[src/rtl/urxd_pkg.sv]
// Shared types and constants for the UART byte receiver.
// URXD_PARITY_EN moves the stop bit one slot later to make room for the parity bit.
package urxd_pkg;

    typedef enum logic [2:0] {
        ST_IDLE,
        ST_START,
        ST_DATA,
        ST_PAR,
        ST_STOP
    } rx_state_e;

    localparam logic [3:0] BIT_START     = 4'd0;
    localparam logic [3:0] BIT_FIRST_DAT = 4'd1;
    localparam logic [3:0] BIT_LAST_DAT  = 4'd8;
    localparam logic [3:0] BIT_PAR       = 4'd9;
`ifdef URXD_PARITY_EN
    localparam logic [3:0] BIT_STOP      = 4'd10;
`else
    localparam logic [3:0] BIT_STOP      = 4'd9;
`endif

    // Bit period in clocks; the receiver needs at least 8 clocks per bit.
    function automatic int calc_nt(input int f_clk, input int baud);
        return f_clk / baud;
    endfunction

    function automatic int calc_nt_half(input int f_clk, input int baud);
        return calc_nt(f_clk, baud) / 2;
    endfunction

endpackage

[src/rtl/urxd_byte_rx_if.sv]
// Receive-side output bundle of urxd_byte_rx: data, status strobes and debug taps.
// The receiver drives the master modport; consumers attach to the slave modport.
interface urxd_byte_rx_if;
    logic [7:0] dat;
    logic       ok_rx;
    logic       err_stop;
    logic       err_par;
    logic       en_rx_byte;
    logic       ce_tact;
    logic [3:0] cb_bit;
    logic       T_start;
    logic       T_dat;
    logic       T_stop;

    modport master (
        output dat, ok_rx, err_stop, err_par, en_rx_byte,
        output ce_tact, cb_bit, T_start, T_dat, T_stop
    );

    modport slave (
        input dat, ok_rx, err_stop, err_par, en_rx_byte,
        input ce_tact, cb_bit, T_start, T_dat, T_stop
    );
endinterface

[src/rtl/urxd_sync_edge.sv]
// Two-flop synchronizer for the serial line plus a falling-edge detector.
// All flops reset to 1 so an idle-high line never looks like a start edge.
module urxd_sync_edge (
    input  logic clk,
    input  logic rst_n,
    input  logic i_d,
    output logic o_q,
    output logic o_fall
);

    logic r_s1;
    logic r_s2;
    logic r_s3;

    always_ff @(posedge clk or negedge rst_n) begin
        if (!rst_n) begin
            r_s1 <= 1'b1;
            r_s2 <= 1'b1;
            r_s3 <= 1'b1;
        end else begin
            r_s1 <= i_d;
            r_s2 <= r_s1;
            r_s3 <= r_s2;
        end
    end

    assign o_q    = r_s2;
    assign o_fall = r_s3 & ~r_s2;

endmodule

[src/rtl/urxd_byte_rx.sv]
// UART byte receiver: 1 start, 8 data LSB first, 1 stop (8E1 when URXD_PARITY_EN is defined).
// Samples at mid-bit from the synchronized start edge; all strobes are registered, single cycle.
module urxd_byte_rx
    import urxd_pkg::*;
#(
    parameter int F_CLK = 50_000_000,
    parameter int BAUD  = 115200
) (
    input  logic               clk,
    input  logic               rst_n,
    input  logic               URXD,
    urxd_byte_rx_if.master     o_rx
);

    localparam int NT      = calc_nt(F_CLK, BAUD);
    localparam int NT_HALF = calc_nt_half(F_CLK, BAUD);
    localparam int TMR_W   = $clog2(NT);

    // The edge is seen one cycle after the synchronizer output drops and the timer
    // starts one cycle after that, hence NT/2-2 to land the first sample at E+NT/2.
    localparam logic [TMR_W-1:0] TMR_FIRST = TMR_W'(NT_HALF - 2);
    localparam logic [TMR_W-1:0] TMR_BIT   = TMR_W'(NT - 1);
    localparam logic [TMR_W-1:0] TMR_ONE   = TMR_W'(1);

    logic             w_rx;
    logic             w_fall;
    logic             w_expire;

    rx_state_e        r_state;
    rx_state_e        w_state_nxt;
    logic [TMR_W-1:0] r_tmr;
    logic [TMR_W-1:0] w_tmr_nxt;
    logic [3:0]       r_cb;
    logic [3:0]       w_cb_nxt;
    logic [7:0]       r_shift;
    logic [7:0]       w_shift_nxt;
    logic [7:0]       r_dat;
    logic [7:0]       w_dat_nxt;
    logic             r_ok;
    logic             w_ok_nxt;
    logic             r_err_stop;
    logic             w_err_stop_nxt;
    logic             r_ce;
    logic             w_ce_nxt;
`ifdef URXD_PARITY_EN
    logic             r_par_bad;
    logic             w_par_bad_nxt;
    logic             r_err_par;
    logic             w_err_par_nxt;
`endif

    urxd_sync_edge u_sync (
        .clk    (clk),
        .rst_n  (rst_n),
        .i_d    (URXD),
        .o_q    (w_rx),
        .o_fall (w_fall)
    );

    assign w_expire = (r_tmr == '0);

    always_comb begin
        w_state_nxt    = r_state;
        w_tmr_nxt      = r_tmr;
        w_cb_nxt       = r_cb;
        w_shift_nxt    = r_shift;
        w_dat_nxt      = r_dat;
        w_ok_nxt       = 1'b0;
        w_err_stop_nxt = 1'b0;
        w_ce_nxt       = 1'b0;
`ifdef URXD_PARITY_EN
        w_par_bad_nxt  = r_par_bad;
        w_err_par_nxt  = 1'b0;
`endif

        if (r_state != ST_IDLE) begin
            if (w_expire) begin
                w_ce_nxt  = 1'b1;
                w_tmr_nxt = TMR_BIT;
            end else begin
                w_tmr_nxt = r_tmr - TMR_ONE;
            end
        end

        case (r_state)
            ST_IDLE: begin
                if (w_fall) begin
                    w_state_nxt = ST_START;
                    w_tmr_nxt   = TMR_FIRST;
                    w_cb_nxt    = BIT_START;
                end
            end
            ST_START: begin
                if (w_expire) begin
                    // A start bit that is high again at mid-bit was a glitch.
                    if (!w_rx) begin
                        w_state_nxt = ST_DATA;
                        w_cb_nxt    = BIT_FIRST_DAT;
                    end else begin
                        w_state_nxt = ST_IDLE;
                        w_cb_nxt    = BIT_START;
                    end
                end
            end
            ST_DATA: begin
                if (w_expire) begin
                    w_shift_nxt = {w_rx, r_shift[7:1]};
                    w_cb_nxt    = r_cb + 4'd1;
                    if (r_cb == BIT_LAST_DAT) begin
`ifdef URXD_PARITY_EN
                        w_state_nxt = ST_PAR;
`else
                        w_state_nxt = ST_STOP;
`endif
                    end
                end
            end
`ifdef URXD_PARITY_EN
            ST_PAR: begin
                if (w_expire) begin
                    w_par_bad_nxt = w_rx ^ (^r_shift);
                    w_state_nxt   = ST_STOP;
                    w_cb_nxt      = BIT_STOP;
                end
            end
`endif
            ST_STOP: begin
                // Leaving at mid-stop lets the next start edge follow without a gap.
                if (w_expire) begin
                    if (w_rx) begin
                        w_dat_nxt = r_shift;
                        w_ok_nxt  = 1'b1;
                    end else begin
                        w_err_stop_nxt = 1'b1;
                    end
`ifdef URXD_PARITY_EN
                    w_err_par_nxt = r_par_bad;
`endif
                    w_state_nxt = ST_IDLE;
                    w_cb_nxt    = BIT_START;
                end
            end
            default: begin
                w_state_nxt = ST_IDLE;
                w_cb_nxt    = BIT_START;
            end
        endcase
    end

    always_ff @(posedge clk or negedge rst_n) begin
        if (!rst_n) begin
            r_state    <= ST_IDLE;
            r_tmr      <= '0;
            r_cb       <= BIT_START;
            r_shift    <= 8'h00;
            r_dat      <= 8'h00;
            r_ok       <= 1'b0;
            r_err_stop <= 1'b0;
            r_ce       <= 1'b0;
`ifdef URXD_PARITY_EN
            r_par_bad  <= 1'b0;
            r_err_par  <= 1'b0;
`endif
        end else begin
            r_state    <= w_state_nxt;
            r_tmr      <= w_tmr_nxt;
            r_cb       <= w_cb_nxt;
            r_shift    <= w_shift_nxt;
            r_dat      <= w_dat_nxt;
            r_ok       <= w_ok_nxt;
            r_err_stop <= w_err_stop_nxt;
            r_ce       <= w_ce_nxt;
`ifdef URXD_PARITY_EN
            r_par_bad  <= w_par_bad_nxt;
            r_err_par  <= w_err_par_nxt;
`endif
        end
    end

    assign o_rx.dat        = r_dat;
    assign o_rx.ok_rx      = r_ok;
    assign o_rx.err_stop   = r_err_stop;
`ifdef URXD_PARITY_EN
    assign o_rx.err_par    = r_err_par;
`else
    assign o_rx.err_par    = 1'b0;
`endif
    assign o_rx.en_rx_byte = (r_state != ST_IDLE);
    assign o_rx.ce_tact    = r_ce;
    assign o_rx.cb_bit     = r_cb;
    assign o_rx.T_start    = (r_state == ST_START);
    assign o_rx.T_dat      = (r_state == ST_DATA);
    assign o_rx.T_stop     = (r_state == ST_STOP);

endmodule

[src/flat_wrapper.sv]
// flat-port wrapper written by rule: the top's interface ports become plain ports
module urxd_byte_rx_flat import urxd_pkg::*;
#(
    parameter int F_CLK = 50_000_000,
    parameter int BAUD  = 115200
)
  (clk, rst_n, URXD, o_rx_dat, o_rx_ok_rx, o_rx_err_stop, o_rx_err_par, o_rx_en_rx_byte, o_rx_ce_tact, o_rx_cb_bit, o_rx_T_start, o_rx_T_dat, o_rx_T_stop);
  urxd_byte_rx_if o_rx_i ();
  input  logic clk;
  input  logic rst_n;
  input  logic URXD;
  output wire logic [$bits(o_rx_i.dat)-1:0] o_rx_dat;
  output wire logic [$bits(o_rx_i.ok_rx)-1:0] o_rx_ok_rx;
  output wire logic [$bits(o_rx_i.err_stop)-1:0] o_rx_err_stop;
  output wire logic [$bits(o_rx_i.err_par)-1:0] o_rx_err_par;
  output wire logic [$bits(o_rx_i.en_rx_byte)-1:0] o_rx_en_rx_byte;
  output wire logic [$bits(o_rx_i.ce_tact)-1:0] o_rx_ce_tact;
  output wire logic [$bits(o_rx_i.cb_bit)-1:0] o_rx_cb_bit;
  output wire logic [$bits(o_rx_i.T_start)-1:0] o_rx_T_start;
  output wire logic [$bits(o_rx_i.T_dat)-1:0] o_rx_T_dat;
  output wire logic [$bits(o_rx_i.T_stop)-1:0] o_rx_T_stop;
  assign o_rx_dat = o_rx_i.dat;
  assign o_rx_ok_rx = o_rx_i.ok_rx;
  assign o_rx_err_stop = o_rx_i.err_stop;
  assign o_rx_err_par = o_rx_i.err_par;
  assign o_rx_en_rx_byte = o_rx_i.en_rx_byte;
  assign o_rx_ce_tact = o_rx_i.ce_tact;
  assign o_rx_cb_bit = o_rx_i.cb_bit;
  assign o_rx_T_start = o_rx_i.T_start;
  assign o_rx_T_dat = o_rx_i.T_dat;
  assign o_rx_T_stop = o_rx_i.T_stop;
  urxd_byte_rx #(.F_CLK(F_CLK), .BAUD(BAUD)) u_core (.clk(clk), .rst_n(rst_n), .URXD(URXD), .o_rx(o_rx_i));
endmodule
[config.mk]
export PLATFORM = sky130hd
export DESIGN_NAME = urxd_byte_rx_flat
export DESIGN_NICKNAME = d
export VERILOG_FILES = /design/src/rtl/urxd_pkg.sv /design/src/rtl/urxd_byte_rx_if.sv /design/src/rtl/urxd_sync_edge.sv /design/src/rtl/urxd_byte_rx.sv /design/src/flat_wrapper.sv
export SDC_FILE = /design/constraint.sdc
export NUM_CORES = 1
export LEC_CHECK = 0
export ABC_CLOCK_PERIOD_IN_PS = 3400
export CAP_MARGIN = 20
export CORE_MARGIN = 3
export CORE_UTILIZATION = 30
export DETAILED_ROUTE_END_ITERATION = 10
export PLACE_DENSITY = 0.55
export SLEW_MARGIN = 30
export SYNTH_ARGS = -nofsm -noshare
export SYNTH_HDL_FRONTEND = slang
export SYNTH_SLANG_ARGS = --single-unit
[constraint.sdc]
create_clock -name clk -period 3.4 [get_ports clk]
set_input_delay 0.85 -clock clk [delete_from_list [all_inputs] [get_ports clk]]
set_output_delay 0.85 -clock clk [all_outputs]
set_load 0.01 [all_outputs]
# ---- Word level (Yosys, flattened, before mapping)
# Cells that the tools add are included.
dict set report classes {
  n_addsub 2
  eq_ne 9
  muxes 25
  bitwise 2
  n_reduce_logical 7
}
# cell count
set ops {}
lappend ops {{$mux 9} 4}
lappend ops {{$mux 4} 4}
lappend ops {{$pmux 4 s4} 1}
lappend ops {{$mux 3} 5}
lappend ops {{$pmux 3 s4} 1}
lappend ops {{$logic_not 9->1} 1}
lappend ops {{$mux 1} 9}
lappend ops {{$sub 9x1->9 const B} 1}
lappend ops {{$ne 2x1->1 const B} 4}
lappend ops {{$reduce_and 5->1} 1}
lappend ops {{$add 4x1->4 const B} 1}
lappend ops {{$eq 4x4->1 const B} 1}
lappend ops {{$reduce_and 4->1} 1}
lappend ops {{$eq 3x1->1 const B} 1}
lappend ops {{$eq 3x2->1 const B} 1}
lappend ops {{$eq 3x3->1 const B} 1}
lappend ops {{$logic_not 3->1} 1}
lappend ops {{$reduce_and 3->1} 1}
lappend ops {{$reduce_bool 3->1} 1}
lappend ops {{$mux 2} 1}
lappend ops {{$ne 2x2->1 const B} 1}
lappend ops {{$reduce_and 2->1} 1}
lappend ops {{$and 1x1->1} 1}
lappend ops {{$not 1->1} 1}
dict set report totals {
  regBits 38
  input_bits 3
  output_inout_bits 20
  wordCells 56
}

# ---- Depth between registers and ports, before layout
dict set report logic_depth {
  ltp_word 5
  ltp_mapped 7
  depth_no_buf 6
}

# ---- Hierarchy
# From an unflattened synthesis, not the netlist that was laid out.
dict set report hier_totals {
  cells_unflattened 143
  area_unflattened_um2 1741.7
}
# mod instances cells_each area_per_inst_um2 seq_area_each_um2
set by_module_without_submodules {}
lappend by_module_without_submodules {urxd_byte_rx 1 139 1649.1 875.8}
lappend by_module_without_submodules {urxd_sync_edge 1 4 92.6 78.8}

# ---- Worst setup path after synthesis
# No wires, ideal clock.
dict set report synth_timing {
  kind {reg-to-reg}
  from {register u_core.r_tmr[0]}
  to {register u_core.r_shift[2]}
  setup_ns 0.125
  t_arrival_ns 2.001
  t_required_ns 3.275
  path_slack_ns 1.274
  path_stages_with_launch 8
  n_path_buf 1
  synth_period_minus_slack_ns 2.126
  cell_sequence {dfrtp_1 > inv_1 > ha_1 > or4b_1 > or2_1 > buf_2 > nor3_2 > mux2_2}
}
dict set report synth_between {
  elab_chain_len 2
}
# item line
set synth_rtl {}
lappend synth_rtl {{from (decl)} urxd_byte_rx.sv:31} ;# logic [TMR_W-1:0] r_tmr;
lappend synth_rtl {{from (signal assigned)} urxd_byte_rx.sv:166} ;# r_tmr <= w_tmr_nxt;
lappend synth_rtl {{$logic_not 9->1} urxd_byte_rx.sv:60} ;# assign w_expire = (r_tmr == '0);
lappend synth_rtl {{$reduce_and 2->1 (no source line)} n/a}
lappend synth_rtl {{to (signal assigned)} urxd_byte_rx.sv:168} ;# r_shift <= w_shift_nxt;
lappend synth_rtl {{to (decl)} urxd_byte_rx.sv:35} ;# logic [7:0] r_shift;
# Every way passes these cells.
# A chain may end at the register's enable or synchronous reset.

# ---- Worst setup path in the final report
dict set report layout_timing {
  from {register u_core.r_state[2]}
  to {output port o_rx_en_rx_byte}
}
dict set report layout_between {
  elab_chain_len 1
}
# item line
set layout_rtl {}
lappend layout_rtl {{from (decl)} urxd_byte_rx.sv:29} ;# rx_state_e r_state;
lappend layout_rtl {{from (signal assigned)} urxd_byte_rx.sv:165} ;# r_state <= w_state_nxt;
lappend layout_rtl {{$reduce_bool 3->1} urxd_byte_rx.sv:188} ;# assign o_rx.en_rx_byte = (r_state != ST_IDLE);
lappend layout_rtl {{to (decl)} flat_wrapper.sv:16} ;# output wire logic [$bits(o_rx_i.en_rx_byte)-1:0] o_rx_en_rx_byte;
# Every way passes these cells.

==> impl_metrics.ini <==
[run_status]
status = finished, final reports clean

[setup_path]
critPathTopFamily = buffers and inverters
cp_cell_sequence = nor3_1, buf_4, inv_1, clkdlybuf4s50_1
crit_path_end_kind = output port
slowest_delay_ps = 570
cp_slowest_cell = clkdlybuf4s50_1
crit_required_ps = 2550
crit_fanout = 11
crit_type = flip-flop to output port
crit_buf_inv = 3
worstPathArrival_ps = 1840
startpoint_type = flip-flop

[final_layout]
final_common_cell = dfrtp_1
stdcell_count = 235
nNetsFinal = 170
fill_cells = 518
layout-drive-gt1-share = 0.200
antenna_cells = 0
layout_common_cells = 35 x dfrtp_1, 20 x clkdlybuf4s50_1, 16 x mux2_2, 8 x inv_1
finalInstanceArea_um2 = 2040
area_growth_pct = 22.4

[synthesis]
muxShareOfSynthArea = 0.108
syn_inst = 140
synth-async-reset-ratio = 1.00
synth.distinct_cells = 40
ys_warn_count = 0
synth-simple-area-share = 0.138
synthAdderAreaFrac = 0.0225
syn-num-nets = 146
syn_area_um2 = 1670
synthXorXnorAreaFrac = 0.0262
avgSynthCellArea_um2 = 11.9
synth_top_family_by_area = simple AND/OR/NAND/NOR gates
synth_flop_cell = dfrtp_1
ys_ff_latch = 38
synth.yosys.seq_area_share = 0.572
synth_compound_area_frac = 0.0960
synth_edf_count = 0

[timing]
final_hold_viol_count = 0
slew_headroom = 0.446
period_needed_ps = 2690
drv_slew = 0
worstMarginPinSlew_ps = 831
layout_setup_ws_ps = 715
timing.fmax_ghz = 0.372
setup_tns_ps = 0
rsz0062_at_grt = false
finalSetupViolations = 0
finalCritPeriodShare = 0.790
skew_ps = 7.22

[pwr]
power_mw = 1.12
peakVddDrop_uv = 282
leakage_nw = 0.904
power.density_nw_per_um2 = 548

[detailed_routing]
vias = 1142
wl_um = 3360
drt_iter0_markers = 33
wire_per_inst_um = 14.3
drc = 0
avgViaCountPerCell = 4.86
ant_nets = 0
firstDrtPassIters = 4

[place]
portBuffers = 21
gp_congestion = 0.805
dpl_cell_area_um2 = 1950
dp_slack_ps = 968
dpl.cell_count = 227
dpl.hpwl_um = 2440

[clocking]
cts_sinks = 38
clock_latency_ps = 290
cts_tree = yes
clkTransAtPathRegs_ps = 80
htree_levels = 2
postCtsResizedCells = 0
root_buffer = clkbuf_8
postCtsSetupRepairBufs = 0
cts_buffer_depth = 2
holdBufCountCts = 0
cts_buffers = 5

[floorplan]
die_w_um = 80.6
io-pin-count = 23
coreArea_um2 = 5240
die-area_um2 = 6490
initial_utilization = 0.319
row_count = 26
die_h_um = 80.6

[global_routing]
gr-total-overflow = 0
grtUsageTotal = 0.119
first_global_vias = 1208
grt_pass1_wl_um = 5830
antenna_found_initial = 0
grt_max_degree = 39

[run]
cap_viol_max_count = 0

[hold_path]
worstHoldPathType = flip-flop to flip-flop
==> registers in the layout (all words and copies together), names as in the netlist <==
register and cells:
u_core.o_rx.cb_bit 4, u_core.o_rx.ce_tact 1, u_core.o_rx.dat 8, u_core.o_rx.err_stop 1, u_core.o_rx.ok_rx 1, u_core.r_shift 8
u_core.r_state 3, u_core.r_tmr 9, u_core.u_sync.o_q 1, u_core.u_sync.r_s1 1, u_core.u_sync.r_s3 1
==> Yosys cell counts, types with 2 or more instances <==
| master | n | area (µm²) |
|---|---|---|
| nor3b_1 | 3 | 22.5 |
| a21oi_1 | 3 | 15.0 |
| dfstp_2 | 3 | 78.8 |
| clkbuf_1 | 3 | 11.3 |
| dfrtp_1 | 35 | 876 |
| a21o_1 | 2 | 15.0 |
| o21ai_0 | 3 | 15.0 |
| a22o_1 | 3 | 26.3 |
| nor3_1 | 3 | 15.0 |
| nor2_1 | 7 | 26.3 |
| mux2_2 | 16 | 180 |
| nand3b_1 | 2 | 15.0 |
| buf_2 | 2 | 10.0 |
| xor2_1 | 3 | 26.3 |
| ha_1 | 3 | 37.5 |
| o41ai_1 | 2 | 17.5 |
| nand2b_1 | 2 | 12.5 |
| nor4_1 | 3 | 18.8 |
| o31ai_1 | 2 | 15.0 |
| xnor2_1 | 2 | 17.5 |
| nand2_1 | 7 | 26.3 |
| or4_1 | 2 | 15.0 |
| nand3_1 | 5 | 25.0 |
| inv_1 | 8 | 30.0 |
==> layout make-up <==
cell class                 count  area (µm²)  area share
sequential                    38         955       0.467
multi-input combinational     88         656       0.321
timing repair buffer          23         220       0.108
tap                           70        87.6      0.0429
clock buffer                   6        82.6      0.0404
inverter                       8        30.0      0.0147
clock inverter                 2        12.5     0.00612
==> per-layer routing <==
| metal | global-route usage | wire length, µm | vias up |
|---|---|---|---|
| met1 | 0.148 | 1520 | 568 |
| met3 | 0.0370 | 127 | 4 |
| met2 | 0.191 | 1670 | 22 |
| met4 | 0.0456 | 43 | 0 |
| li1 | - | - | 548 |
| met5 | 0 | 0 | - |
==> power by group <==
part           switching, mW  internal, mW  leakage, nW  total [mW]
registers             0.0638         0.510        0.495       0.574
clock network          0.159         0.163       0.0472       0.322
logic                  0.119         0.106        0.361       0.224
==> path summary, 6_finish.rpt <==
path	endpoint	startpoint	slack [ps]	cells past startpoint
min in group asynchronous	u_core.r_tmr[4]	rst_n	660	1
max	o_rx_en_rx_byte	u_core.r_state[2]	710	4
max reg2reg	u_core.o_rx.dat[3]	u_core.r_tmr[0]	980	6
min reg2reg	u_core.u_sync.o_q	u_core.u_sync.r_s1	360	0
max in group asynchronous	u_core.o_rx.cb_bit[0]	rst_n	2210	1
min	u_core.u_sync.o_q	u_core.u_sync.r_s1	360	0
==> kinds of logic (layout without fill, tap and decap cells) <==
family | Yosys count | in the layout
xor+xnor | 5 | 5
buf+inv | 14 | 39
mux | 16 | 16
other cells | 1 | 1
compound gates | 22 | 22
simple gates | 41 | 41
fa+ha+maj | 3 | 3
flops | 38 | 38
==> per-stage QoR <==
step,hold WS (ps),util
after detailed placement,349,0.372
after global placement,348,0.372
after floorplan,345,-
final,360,0.390
after global routing,361,0.390
after CTS,361,0.390
Power figures use the tool's default switching activity.
